[config.mk]
export PLATFORM = sky130hd
export DESIGN_NAME = mem_port_arbiter
export DESIGN_NICKNAME = d
export VERILOG_FILES = /design/src/rtl/mem_port_arbiter.sv
export SDC_FILE = /design/constraint.sdc
export NUM_CORES = 1
export LEC_CHECK = 0
export CAP_MARGIN = 20
export CORE_AREA = 5 5 121 123
export CTS_CLUSTER_SIZE = 10
export DETAILED_ROUTE_END_ITERATION = 8
export DIE_AREA = 0 0 126 128
export DONT_BUFFER_PORTS = 1
export GPL_TIMING_DRIVEN = 0
export HOLD_SLACK_MARGIN = 0.06
export SLEW_MARGIN = 20
export SYNTH_ARGS = -nofsm -noshare
export SYNTH_HDL_FRONTEND = slang
export SYNTH_SLANG_ARGS = --single-unit
[constraint.sdc]
create_clock -name clk -period 3.2 [get_ports clk]
set_clock_uncertainty 0.1 [all_clocks]
set_input_delay 0.48 -clock clk [delete_from_list [all_inputs] [get_ports clk]]
set_output_delay 0.48 -clock clk [all_outputs]
set_load 0.01 [all_outputs]
[src/rtl/mem_port_arbiter.sv]
// Arbitrates the I-cache and D-cache line-fill requests onto a single memory port and streams
// the response beats back to the winner. Define ARB_DCACHE_PRIORITY_EN for fixed D-cache priority.
module mem_port_arbiter #(
  parameter int unsigned ADDR_WIDTH = 58,
  parameter int unsigned DATA_WIDTH = 64,
  parameter int unsigned BEATS      = 8
) (
  input  logic                  clk,
  input  logic                  reset,
  input  logic                  ic_req,
  input  logic [ADDR_WIDTH-1:0] ic_line_addr,
  output logic                  ic_grant,
  output logic                  ic_beat_valid,
  output logic                  ic_done,
  input  logic                  dc_req,
  input  logic [ADDR_WIDTH-1:0] dc_line_addr,
  output logic                  dc_grant,
  output logic                  dc_beat_valid,
  output logic                  dc_done,
  output logic [DATA_WIDTH-1:0] beat_data,
  output logic                  mem_req,
  output logic [ADDR_WIDTH-1:0] mem_line_addr,
  input  logic                  mem_accept,
  input  logic                  mem_resp_valid,
  input  logic [DATA_WIDTH-1:0] mem_resp_data,
  output logic                  arb_err
);

  localparam int unsigned CntW = (BEATS > 1) ? $clog2(BEATS) : 1;
  localparam logic [CntW-1:0] LastCnt = CntW'(BEATS - 1);

  typedef enum logic [1:0] {StIdle, StIssue, StRecv, StDone} state_e;

  state_e                state_q, state_d;
  logic [CntW-1:0]       cnt_q, cnt_d;
  logic                  gnt_ic_q, gnt_ic_d;
  logic                  gnt_dc_q, gnt_dc_d;
  logic                  last_dc_q, last_dc_d;
  logic [ADDR_WIDTH-1:0] addr_q, addr_d;
  logic [DATA_WIDTH-1:0] data_q, data_d;
  logic                  ic_bv_q, ic_bv_d;
  logic                  dc_bv_q, dc_bv_d;
  logic                  ic_done_q, ic_done_d;
  logic                  dc_done_q, dc_done_d;
  logic                  err_q, err_d;
  logic                  pick_dc;

  always_comb begin
    pick_dc = 1'b0;
`ifdef ARB_DCACHE_PRIORITY_EN
    pick_dc = dc_req;
`else
    // On a tie the requester that did not win last time goes next.
    pick_dc = dc_req && (!ic_req || !last_dc_q);
`endif
  end

  always_comb begin
    state_d   = state_q;
    cnt_d     = cnt_q;
    gnt_ic_d  = gnt_ic_q;
    gnt_dc_d  = gnt_dc_q;
    last_dc_d = last_dc_q;
    addr_d    = addr_q;
    data_d    = data_q;
    ic_bv_d   = 1'b0;
    dc_bv_d   = 1'b0;
    ic_done_d = 1'b0;
    dc_done_d = 1'b0;
    err_d     = err_q;

    // Beats outside a fill are dropped and flagged until reset.
    if (mem_resp_valid && (state_q != StRecv)) begin
      err_d = 1'b1;
    end

    unique case (state_q)
      StIdle: begin
        if (ic_req || dc_req) begin
          gnt_ic_d = !pick_dc;
          gnt_dc_d = pick_dc;
          addr_d   = pick_dc ? dc_line_addr : ic_line_addr;
          state_d  = StIssue;
        end
      end
      StIssue: begin
        if (mem_accept) begin
          cnt_d   = '0;
          state_d = StRecv;
        end
      end
      StRecv: begin
        if (mem_resp_valid) begin
          data_d  = mem_resp_data;
          ic_bv_d = gnt_ic_q;
          dc_bv_d = gnt_dc_q;
          if (cnt_q == LastCnt) begin
            cnt_d   = '0;
            state_d = StDone;
          end else begin
            cnt_d = cnt_q + CntW'(1);
          end
        end
      end
      StDone: begin
        ic_done_d = gnt_ic_q;
        dc_done_d = gnt_dc_q;
        last_dc_d = gnt_dc_q;
        gnt_ic_d  = 1'b0;
        gnt_dc_d  = 1'b0;
        state_d   = StIdle;
      end
      default: state_d = StIdle;
    endcase
  end

  always_ff @(posedge clk) begin
    if (reset) begin
      state_q   <= StIdle;
      cnt_q     <= '0;
      gnt_ic_q  <= 1'b0;
      gnt_dc_q  <= 1'b0;
      last_dc_q <= 1'b1;
      addr_q    <= '0;
      data_q    <= '0;
      ic_bv_q   <= 1'b0;
      dc_bv_q   <= 1'b0;
      ic_done_q <= 1'b0;
      dc_done_q <= 1'b0;
      err_q     <= 1'b0;
    end else begin
      state_q   <= state_d;
      cnt_q     <= cnt_d;
      gnt_ic_q  <= gnt_ic_d;
      gnt_dc_q  <= gnt_dc_d;
      last_dc_q <= last_dc_d;
      addr_q    <= addr_d;
      data_q    <= data_d;
      ic_bv_q   <= ic_bv_d;
      dc_bv_q   <= dc_bv_d;
      ic_done_q <= ic_done_d;
      dc_done_q <= dc_done_d;
      err_q     <= err_d;
    end
  end

  assign ic_grant      = gnt_ic_q;
  assign dc_grant      = gnt_dc_q;
  assign ic_beat_valid = ic_bv_q;
  assign dc_beat_valid = dc_bv_q;
  assign ic_done       = ic_done_q;
  assign dc_done       = dc_done_q;
  assign beat_data     = data_q;
  assign mem_req       = (state_q == StIssue);
  assign mem_line_addr = addr_q;
  assign arb_err       = err_q;

endmodule

# Word-level counts from Yosys, hierarchy flattened
# Index checks and enable logic that the tools add are counted.
[totals]
memories = 0
romBits = 0
output_inout_bits = 130
ram_bits = 0
ff_bits = 135
in_bits = 186
word_cells = 56
latch_bits = 0
[classes]
n_reduce_logical = 17
bitwise_logic = 3
order_cmp = 0
n_mul = 0
div = 0
muxes = 14
n_eq_ne = 9
add_sub_neg = 1
n_shift = 0
[ops]
columns = ["operator", "count"]
rows = [
  ["two-way mux 58 bit", 1],
  ["two-way mux 3 bit", 3],
  ["two-way mux 2 bit", 4],
  ["inequality test 2 bit, second input constant", 4],
  ["one-hot mux 2 bit (4 select lines)", 1],
  ["one-hot mux 3 bit (2 select lines)", 1],
  ["AND reduction 2 bit", 3],
  ["== test 2 bit, second input constant", 2],
  ["one-hot mux 1 bit (2 select lines)", 2],
  ["AND reduction 4 bit", 1],
  ["nonzero test 2 bit", 2],
  ["adder 3 x 1 -> 3 bit, second input constant", 1],
  ["== test 3 bit, second input constant", 1],
  ["zero test 1 bit", 3],
  ["NOT 1 bit", 3],
  ["AND reduction 3 bit", 1],
  ["OR reduction 3 bit", 1],
  ["== test 2 x 1 -> 1 bit, second input constant", 1],
  ["logical AND 1 bit", 2],
  ["zero test 2 bit", 1],
  ["logical OR 1 bit", 2],
  ["two-way mux 1 bit", 2],
  ["inequality test 2 x 1 -> 1 bit, second input constant", 1],
  ["OR reduction 2 bit", 1],
]

# Depth between registers and ports, before layout
[logic_depth]
depth_word = 6
depth_mapped = 8
depth_no_buf = 6

# Worst setup path before layout
# No wires, ideal clock.
[synth_timing]
path_kind = "register -> register"
from = "register state_q[0]"
to = "register addr_q[0] (netlist: mem_line_addr[0])"
t_arrival_ns = 1.435
path_buffers = 2
t_required_ns = 2.972
slack_ns = 1.538
path_stages_with_launch = 9
cell_sequence = "dfxtp_1 -> inv_1 -> ha_1 -> nand2_1 -> a21oi_2 -> buf_4 -> buf_4 -> a222oi_1 -> nor2_1"
[synth_between]
elab_chain_len = 2
[synth_lines]
columns = ["element", "line_no", "source"]
rows = [
  ["from (decl)", "34", "state_e state_q, state_d;"],
  ["from (signal assigned)", "119", "state_q <= StIdle;"],
  ["from (signal assigned)", "132", "state_q <= state_d;"],
  ["zero test 2 bit", "77", "unique case (state_q)"],
  ["AND reduction 2 bit (no source line)", "--", ""],
  ["to (signal assigned)", "137", "addr_q <= addr_d;"],
  ["to (decl)", "39", "logic [ADDR_WIDTH-1:0] addr_q, addr_d;"],
]
# Every way passes these cells.
# A chain may end at the register's enable or synchronous reset.

# Worst setup path in the final report
[layout_timing]
from = "register state_q[0]"
to = "register data_q[45] (netlist: beat_data[45])"
[layout_between]
elab_chain_len = 2
[layout_lines]
columns = ["element", "line_no", "source"]
rows = [
  ["== test 2 bit", "77", ""],
  ["AND reduction 2 bit (no source line)", "--", ""],
  ["to (signal assigned)", "138", "data_q <= data_d;"],
  ["to (decl)", "40", "logic [DATA_WIDTH-1:0] data_q, data_d;"],
]
# Every way passes these cells.

==> impl_results.md <==
* Status: finished clean
* Total Power at 5.34 mW
* RSZ-0062 raised after global routing: false
* Min-Delay Path Class: in -> reg
* Ys flop type: dfxtp_1
* Final WL at 16200 µm
* DRT Pass-1 Iters at 7
* Critical R2R Launch: state_q[0]$_SDFFE_PP0P_
* Final Cycle Share at 0.597
* Cts hold-fix bufs at 0
* Mapped Cells at 546
* Core Area at 13600 µm²
* Worst Reg-to-Reg Cells at 8
* P_int at 3.56 mW
* Area of placed instances at 5130 µm²
* Clk Latency, worst-skew pair at 410 ps
* Area of the die at 16100 µm²
* Setup TNS at 0 ps
* Largest net degree at the start of global routing at 17
* Site Rows at 43
* Post-synth EDFFs at 0
* Power share of the combinational group at 0.229
* Clock Sink Count at 135
* Fillers at 1354
* Worst Hold Endpoint: beat_data[9]$_SDFFE_PP0P_
* Synth cell count leaders: dfxtp_1, nand2_1, a21oi_1
* Routed length per placed instance at 21.4 µm
* Nets at 757
* Simple-gate share of the synthesized area at 0.171
* Switching part of the total at 0.333
* Final core occ at 0.420
* R2r setup slk at 1290 ps
* Post-Synth XOR/XNOR Area at 0
* Mapped Area at 4900 µm²
* Congestion Overflow GR at 0
* Worst Path Class, Setup: reg -> reg
* Clock buffer count from CTS at 17
* GP Congestion at 0.946
* Max VDD drop at 0.440 mV
* Syn_nets at 738
* Synth area leaders: dfxtp_1, a222oi_1, nand2_1
* Worst Path Arrival at 2140 ps
* Synth top area share at 0.551
* Htree depth at 4
* Largest area contributor in the netlist: dfxtp_1
* Post-cts resize count at 0
* Vias in the first global route at 4363
* IO Count at 316
* Mux cell area share after synthesis at 0.00613
* DRC at 0
* Initial DRC count at 319
* Fin area at 5690 µm²
* Hold depth at 2
* Worst-margin pin slew at 612 ps
* CP Data Required Time at 3430 ps
* Port bufs at 0
* DP HPWL at 12700 µm
* Max Cap Viol at 0
* Share of layout cells above drive strength 1 at 0.104
* Setup Buffers After CTS at 0
* Largest family of logic cells by synthesized area: compound AO/OA/AOI/OAI gates
* Sequential-to-total area share from yosys stat at 0.551
* Leakage at 2.08 nW
* Final Hold Fails at 0
* First-pass GRT wire length at 23900 µm
* Reg power frac at 0.424
* Register bit total from synthesis at 135
* PwrDens at 939 nW/µm²
* Die W at 126 µm
* Startpoint type of the worst setup path: flip-flop
* Via count at 4283
* Final ANT Viol Nets at 0
* Chip height at 128 µm
* Area grow syn2layout at 16.1%
* Drt via density at 5.66
* Initial Utilization at 0.361
* Relative slew slack at 0.592
* Synth Area in Compound Gates at 0.203
* Total GRT Usage at 0.191
* Asr flop ratio synth at 0
* Fin cells at 757
* Synth Warn # at 0
* CTS root buf: clkbuf_16
* Max-slew violations at 0
* Switch Pwr at 1.78 mW
* Count of different cell masters after synthesis at 26
* Hold Path Origin: mem_resp_data[9]
* # setup viols final at 0
* Initial antenna violation count at 0
* CTS tree: built
* Crit. End Element: flip-flop
* Tmin final at 1910 ps
* FF-to-FF End: beat_data[45]$_SDFFE_PP0P_
* Mean area per synthesized cell at 8.98 µm²
* Adder-cell share of the synthesized area at 0.0153
* Max FO, Critical Path at 10
* Fmax at 524 MHz
* Clock buffer depth at 2
* Antenna Cells at 0
* Clock share of power at 0.347
* Worst-path clk slew at 60 ps
* Placed Cells at 726
==> cell usage in the layout, fill, tap and decap left out, drive strengths merged <==
cell type	synthesis	layout
clkinvlp	0	1
buf	29	29
nand2b	1	1
clkbuf	18	42
nor2b	2	2
a222oi	58	58
nor3	3	3
ha	6	6
inv	6	6
clkinv	0	5
bufinv	0	1
nor2	65	65
o2bb2ai	1	1
a22oi	1	1
o21ai	4	4
mux2i	3	3
a211oi	1	1
a21oi	72	72
nor3b	5	5
dfxtp	135	135
nand4b	1	1
nand2	135	135
==> sequential cells by signal (all words and copies together) (netlist names) <==
name,cells
ic_grant,1
cnt_q,3
beat_data,64
dc_grant,1
last_dc_q,1
dc_done,1
arb_err,1
state_q,2
ic_beat_valid,1
ic_done,1
dc_beat_valid,1
mem_line_addr,58
==> power by group through the flow <==
| stage | registers, mW | clock network [mW] | logic (mW) |
|---|---|---|---|
| final | 2.26 | 1.85 | 1.22 |
| after global routing | 2.29 | 1.97 | 1.37 |
| after CTS | 2.27 | 1.90 | 1.23 |
| after detailed placement | 2.30 | 0 | 1.23 |
| after global placement | 2.29 | 0 | 1.17 |
| after floorplan | 2.21 | 0 | 0.954 |
==> critical path, stage by stage, from the launching register on <==
cell	delay, ps
dfxtp_1	370
inv_1	80
ha_1	190
buf_2	160
nand2_1	160
buf_2	270
buf_2	250
nand2_1	80
a21oi_1	180
==> kinds of logic after synthesis <==
group | count (synthesis)
and+or+nand+nor | 212
adders and majority gates | 6
DFF | 135
buffers and inverters | 53
AOI/OAI and AO/OA | 137
muxes | 3
==> metrics by stage <==
step,hold slack (ps),worst slack [ps]
floorplan,350,1540
global placement,358,1140
detailed placement,370,1110
CTS,74.5,1220
global route,79.8,1090
finish,95.0,1290
==> final cells by class <==
cell class,instances,area [µm²],share of cell area
sequential,135,2700,0.475
multi-input combinational,358,1940,0.341
clock buffer,24,492,0.0864
buffer,47,236,0.0416
tap,180,225,0.0396
clock inverter,7,70.1,0.0123
inverter,6,22.5,0.00396
==> layer usage <==
metal	vias up	global-route usage	share of wire
met5	-	0	0
met4	0	0.0751	0.020
li1	1984	-	-
met1	2011	0.198	0.35
met2	262	0.336	0.51
met3	26	0.0883	0.12
==> worst max-delay path by stage <==
stage / startpoint / end / cells past startpoint
finish: state_q[0]$_SDFFE_PP0P_ / beat_data[45]$_SDFFE_PP0P_ / 8
detailed placement: reset / mem_line_addr[53]$_SDFFE_PP0P_ / 4
floorplan: state_q[0]$_SDFFE_PP0P_ / mem_line_addr[0]$_SDFFE_PP0P_ / 8
CTS: state_q[0]$_SDFFE_PP0P_ / beat_data[45]$_SDFFE_PP0P_ / 8
global placement: reset / mem_line_addr[57]$_SDFFE_PP0P_ / 4
global route: state_q[0]$_SDFFE_PP0P_ / beat_data[21]$_SDFFE_PP0P_ / 8
No activity file was read; power rests on OpenSTA's default activity.
